### src/rtl/shake_pkg.sv
// shake_pkg: shared widths and FSM state encoding for the digest serializer
package shake_pkg;
    localparam int RATE_BITS  = 1088;
    localparam int DEF_WORD_W = 64;
    localparam int DEF_LEN_W  = 16;
    typedef enum logic [1:0] {IDLE, WAIT_BLK, STREAM, DONE} state_t;
endpackage

### src/rtl/digest_serializer.sv
// digest_serializer: streams out_len digest bytes as WORD_W words, pulling squeeze blocks on demand
// Ports: clk, reset (sync, active-low); start/out_len request a digest;
// more_req asks upstream for a block, block_valid/block_data deliver it;
// out_data/out_valid/out_ready/out_keep/out_last form the word stream; busy, done report status.
module digest_serializer
    import shake_pkg::*;
#(
    parameter int WIDTH_IN = RATE_BITS,
    parameter int WORD_W   = DEF_WORD_W,
    parameter int LEN_W    = DEF_LEN_W
) (
    input  logic                  clk,
    input  logic                  reset,
    input  logic                  start,
    input  logic [LEN_W-1:0]      out_len,
    output logic                  more_req,
    input  logic                  block_valid,
    input  logic [WIDTH_IN-1:0]   block_data,
    output logic [WORD_W-1:0]     out_data,
    output logic                  out_valid,
    input  logic                  out_ready,
    output logic [WORD_W/8-1:0]   out_keep,
    output logic                  out_last,
    output logic                  busy,
    output logic                  done
);
    localparam int NB     = WORD_W / 8;
    localparam int NWORDS = WIDTH_IN / WORD_W;
    localparam int IDX_W  = NWORDS > 1 ? $clog2(NWORDS) : 1;
    localparam logic [LEN_W-1:0] NB_L     = LEN_W'(NB);
    localparam logic [IDX_W-1:0] LAST_IDX = IDX_W'(NWORDS - 1);
    localparam logic [NB-1:0]    ALL_ONES = '1;
    state_t state, state_d;
    logic [LEN_W-1:0]    remaining;
    logic [IDX_W-1:0]    index;
    logic [WIDTH_IN-1:0] block_q;
    logic [WORD_W-1:0]   words [NWORDS];
    logic                hs;
    for (genvar g = 0; g < NWORDS; g++) begin : g_word
        assign words[g] = block_q[WIDTH_IN-1-g*WORD_W -: WORD_W];
    end
    assign out_valid = state == STREAM;
    assign hs        = out_valid && out_ready;
    assign out_data  = out_valid ? words[index] : '0;
    assign out_last  = out_valid && remaining <= NB_L;
    // a short tail keeps the top `remaining` bytes, i.e. the leading digest bytes
    assign out_keep  = !out_valid ? '0 : remaining < NB_L ? ~(ALL_ONES >> remaining) : ALL_ONES;
    assign busy      = state != IDLE;
    assign done      = state == DONE;
    always_comb begin
        state_d = state;
        case (state)
            IDLE:     if (start) state_d = out_len == '0 ? DONE : WAIT_BLK;
            WAIT_BLK: if (block_valid) state_d = STREAM;
            STREAM:   if (hs) state_d = out_last ? DONE : index == LAST_IDX ? WAIT_BLK : STREAM;
            default:  state_d = IDLE;
        endcase
    end
    always_ff @(posedge clk) begin
        if (!reset) begin
            state     <= IDLE;
            more_req  <= 1'b0;
            remaining <= '0;
            index     <= '0;
            block_q   <= '0;
        end else begin
            state    <= state_d;
            // registered so it marks only the entry cycle of each WAIT_BLK visit
            more_req <= state_d == WAIT_BLK && state != WAIT_BLK;
            if (state == IDLE && start)
                remaining <= out_len;
            if (state == WAIT_BLK && block_valid) begin
                block_q <= block_data;
                index   <= '0;
            end
            if (hs && !out_last) begin
                remaining <= remaining - NB_L;
                index     <= index == LAST_IDX ? '0 : index + IDX_W'(1);
            end
        end
    end
endmodule

### config.mk
export PLATFORM = sky130hd
export DESIGN_NAME = digest_serializer
export DESIGN_NICKNAME = d
export VERILOG_FILES = /design/src/rtl/shake_pkg.sv /design/src/rtl/digest_serializer.sv
export SDC_FILE = /design/constraint.sdc
export NUM_CORES = 2
export LEC_CHECK = 0
export CAP_MARGIN = 20
export CORE_AREA = 4 4 455 457
export CTS_CLUSTER_DIAMETER = 200
export CTS_CLUSTER_SIZE = 8
export DETAILED_ROUTE_END_ITERATION = 10
export DIE_AREA = 0 0 459 461
export GPL_TIMING_DRIVEN = 0
export PLACE_DENSITY_LB_ADDON = 0.25
export SLEW_MARGIN = 20
export SYNTH_ARGS = -nofsm -noshare
export SYNTH_HDL_FRONTEND = slang
export SYNTH_SLANG_ARGS = --single-unit
### constraint.sdc
create_clock -name clk -period 2.8 [get_ports clk]
set_clock_uncertainty 0.1 [all_clocks]
set_input_delay 0.56 -clock clk [delete_from_list [all_inputs] [get_ports clk]]
set_output_delay 0.56 -clock clk [all_outputs]
set_load 0.02 [all_outputs]
==> summary.md <==
| Metric | Value |
|---|---|
| Antenna violations before repair | `116` |
| Cells after synthesis | `5,522` |
| Synthesized flop and latch total | `1,112` |
| Max-Cap Viols | `0` |
| Most used DFF post-synth | `dfxtp_1` |
| Sequential area share after synthesis | `0.4747` |
| Syn-to-layout area delta | `51.54%` |
| RSZ-0062 raised after global routing | `true` |
| Worst setup SP type | `flip-flop` |
| Grt total ovfl | `0` |
| Mapped Area | `46,890 sq um` |
| Final Hold Viols | `0` |
| Clock power share | `0.437` |
| Power, Total | `40.41 mW` |
| Final Max Slew Viols | `0` |
| Sw Ratio | `0.2801` |
| Max Freq | `247.7 MHz` |
| Via/cell ratio | `5.041` |
| Met2 global-route usage | `0.5261` |
| Clk buf depth | `3` |
| CP max-delay cell | `mux2i_4` |
| PortBufs | `1,185` |
| Most frequent cells in the layout | `2,198 x nand2_1, 1,109 x a21oi_1, 1,109 x clkdlybuf4s50_1` |
| Post-route ant nets | `0` |
| Dpl hpwl | `269,200 um` |
| Worst VDD drop | `0.6734 mV` |
| Worst slew margin | `0.2438` |
| Pre-CTS setup slack | `-2.224 ns` |
| Synth Net Count | `6,634` |
| Peak fanout along the critical path | `6` |
| Number of clock buffers inserted by TritonCTS | `156` |
| Sw power | `11.32 mW` |
| Outcome | `finished with violations` |
| Nets | `8,079` |
| Layout cells sized above 1 | `0.1547` |
| Drt drc | `0` |
| Non-Filler Instances | `9,713` |
| Gr busiest metal | `met2` |
| FP Rows | `166` |
| Clock Latency Late Sink | `0.83 ns` |
| Die Width | `459 um` |
| Power per cell area | `568.7 nW/um^2` |
| Most frequent CP cell | `buf_16` |
| CP cell instances | `buf_12, buf_16, buf_16, buf_16, buf_6, mux4_2, mux2i_4, o22ai_4, a21o_1, buf_6` |
| Vias in the first global route | `48,286` |
| Data required, critical path | `2.14 ns` |
| Largest net degree at the start of global routing | `17` |
| Final setup viols | `73` |
| Die height | `461 um` |
| Final worst slack | `-1.238 ns` |
| GR Util met1 | `0.3537` |
| CTS root buf | `clkbuf_16` |
| CTS tree | `yes` |
| Delay of the slowest critical-path stage | `0.42 ns` |
| Commonest non-fill, non-tap cell in the layout | `nand2_1` |
| Via Count | `48,964` |
| Routed WL | `333,500 um` |
| Hold WC Path Type | `primary input to flip-flop` |
| DRT Pass-1 Iters | `6` |
| Fin crit share | `1.442` |
| M3 GR Usage | `0.05578` |
| Cell family with most CP delay | `buffers and inverters` |
| Comb pwr share | `0.144` |
| Number of flops mapped to enable cells by yosys | `0` |
| Leak Pwr | `23.72 nW` |
| CP Class | `flip-flop to output pin` |
| Worst slew pin tran | `1.134 ns` |
| Dpl cells | `9,398` |
| WP data arrival | `3.38 ns` |
| Initial DRC count | `4,547` |
| Final GP Congestion | `0.9552` |
| Sequential power share | `0.418` |
| Post-DR wirelength/cell | `34.34 um` |
| Hold buffer count at CTS | `0` |
| Clk sink count | `1,112` |
| Minimum clock period | `4.038 ns` |
| Htree depth | `4` |
| Unique cell type count in the Yosys netlist | `54` |
| Gr usage total | `0.3021` |
| Clock transition at path regs | `0.08 ns` |
| Core Box Area | `203,500 sq um` |
| FF-to-FF setup slack | `0.13 ns` |
| Failing checks | `negative setup slack` |
| Nature of the critical path endpoint | `output pin` |
| WP buf/inv | `6` |
| Mean Syn Cell Area | `8.492 sq um` |
| P_int | `29.09 mW` |
| Starting Density | `0.2304` |
| Die area | `211,600 sq um` |
| Async SR Flop Fraction | `0` |
| Synth Warn # | `0` |
| Global-route wire length before repair | `429,700 um` |
| Hold_ws | `0.1828 ns` |
| IO Count | `1,186` |
-- timing repair --
item | in CTS | in global routing
pin swaps | 51 | 43
gates resized for setup | 1021 | 119
gates cloned | 14 | 3
setup buffers | 59 | 40
setup endpoints to repair | 869 | 86
endpoints found under the hold margin | 0 | 0
-- synth_stat cells (4+ instances only) --
cell type     n  area (sq um)
nand3_1      13         65.06
buf_4        15         112.6
a31oi_1       5         31.28
nor3_1        6         30.03
a21o_1       66         495.5
a21oi_1    1115          5580
buf_1        20         75.07
nor4_1        7         43.79
nor2_1       13         48.80
dfxtp_1    1112         22260
mux2i_1     128          1281
clkbuf_1    236         885.9
o22ai_1      65         406.6
buf_2       191         955.9
inv_1        10         37.54
mux4_2      256          5766
nand2b_1      4         25.02
or3_1         7         43.79
nand2_1    2199          8254
-- per-stage QoR --
| step | TNS [ns] | instance area [sq um] | utilization |
|---|---|---|---|
| after floorplan | 0 | 46890 | - |
| after global placement | -1855.45 | 62120 | 0.3052 |
| after detailed placement | -1100.55 | 62190 | 0.3055 |
| after CTS | -80.01 | 70440 | 0.3461 |
| after global routing | -76.96 | 71020 | 0.3489 |
| final | -73.67 | 71060 | 0.3491 |
-- sequential cells by signal, indices dropped and copies added (netlist names) --
signal,cells
block_q,1088
more_req,1
state,2
index,5
remaining,16
-- area by class of cell --
class	instances	area, sq um
clock buffer	158	3954
multi-input combinational	3934	24830
tap	2688	3363
timing repair buffer	1292	13330
fill	21192	132500
sequential	1112	22280
clock inverter	13	262.8
inverter	11	43.79
buffer	460	2887
antenna	45	112.6
-- layer usage --
metal | up-vias | routed length, um
met3 | 587 | 23130
li1 | 21590 | -
met4 | 48 | 19190
met2 | 2540 | 164700
met1 | 24199 | 126200
met5 | - | 321
-- cell families after synthesis --
logic type,count (synthesis),share of synthesized area
multiplexers,386,0.1508
AND/OR/NAND/NOR,2273,0.1863
buffers and inverters,476,0.04488
adder cells (fa/ha/maj),3,0.0008005
AO/OA/AOI/OAI,1272,0.1426
flip-flops,1112,0.4747
-- worst min-delay path, cell delays in order --
cell             delay [ns]
clkdlybuf4s50_1        0.40
nand2_1                0.06
a21oi_1                0.05
-- final timing paths --
| check | startpoint | endpoint | cells after the start |
|---|---|---|---|
| max | index[0] | out_data[28] | 10 |
| min | block_data[249] | block_q[249] | 3 |
| max reg2reg | state[0] | block_q[503] | 8 |
| min reg2reg | block_q[974] | block_q[974] | 2 |
-- power groups by stage --
stage,Clock (mW),Sequential (mW),Combinational [mW]
finish,17.7,16.9,5.83
detailed placement,0,17.2,5.30
global route,18.4,17.0,6.10
floorplan,0,17.0,1.96
CTS,17.8,16.9,5.78
global placement,0,17.2,5.28
(Power assumes the default switching activity.)
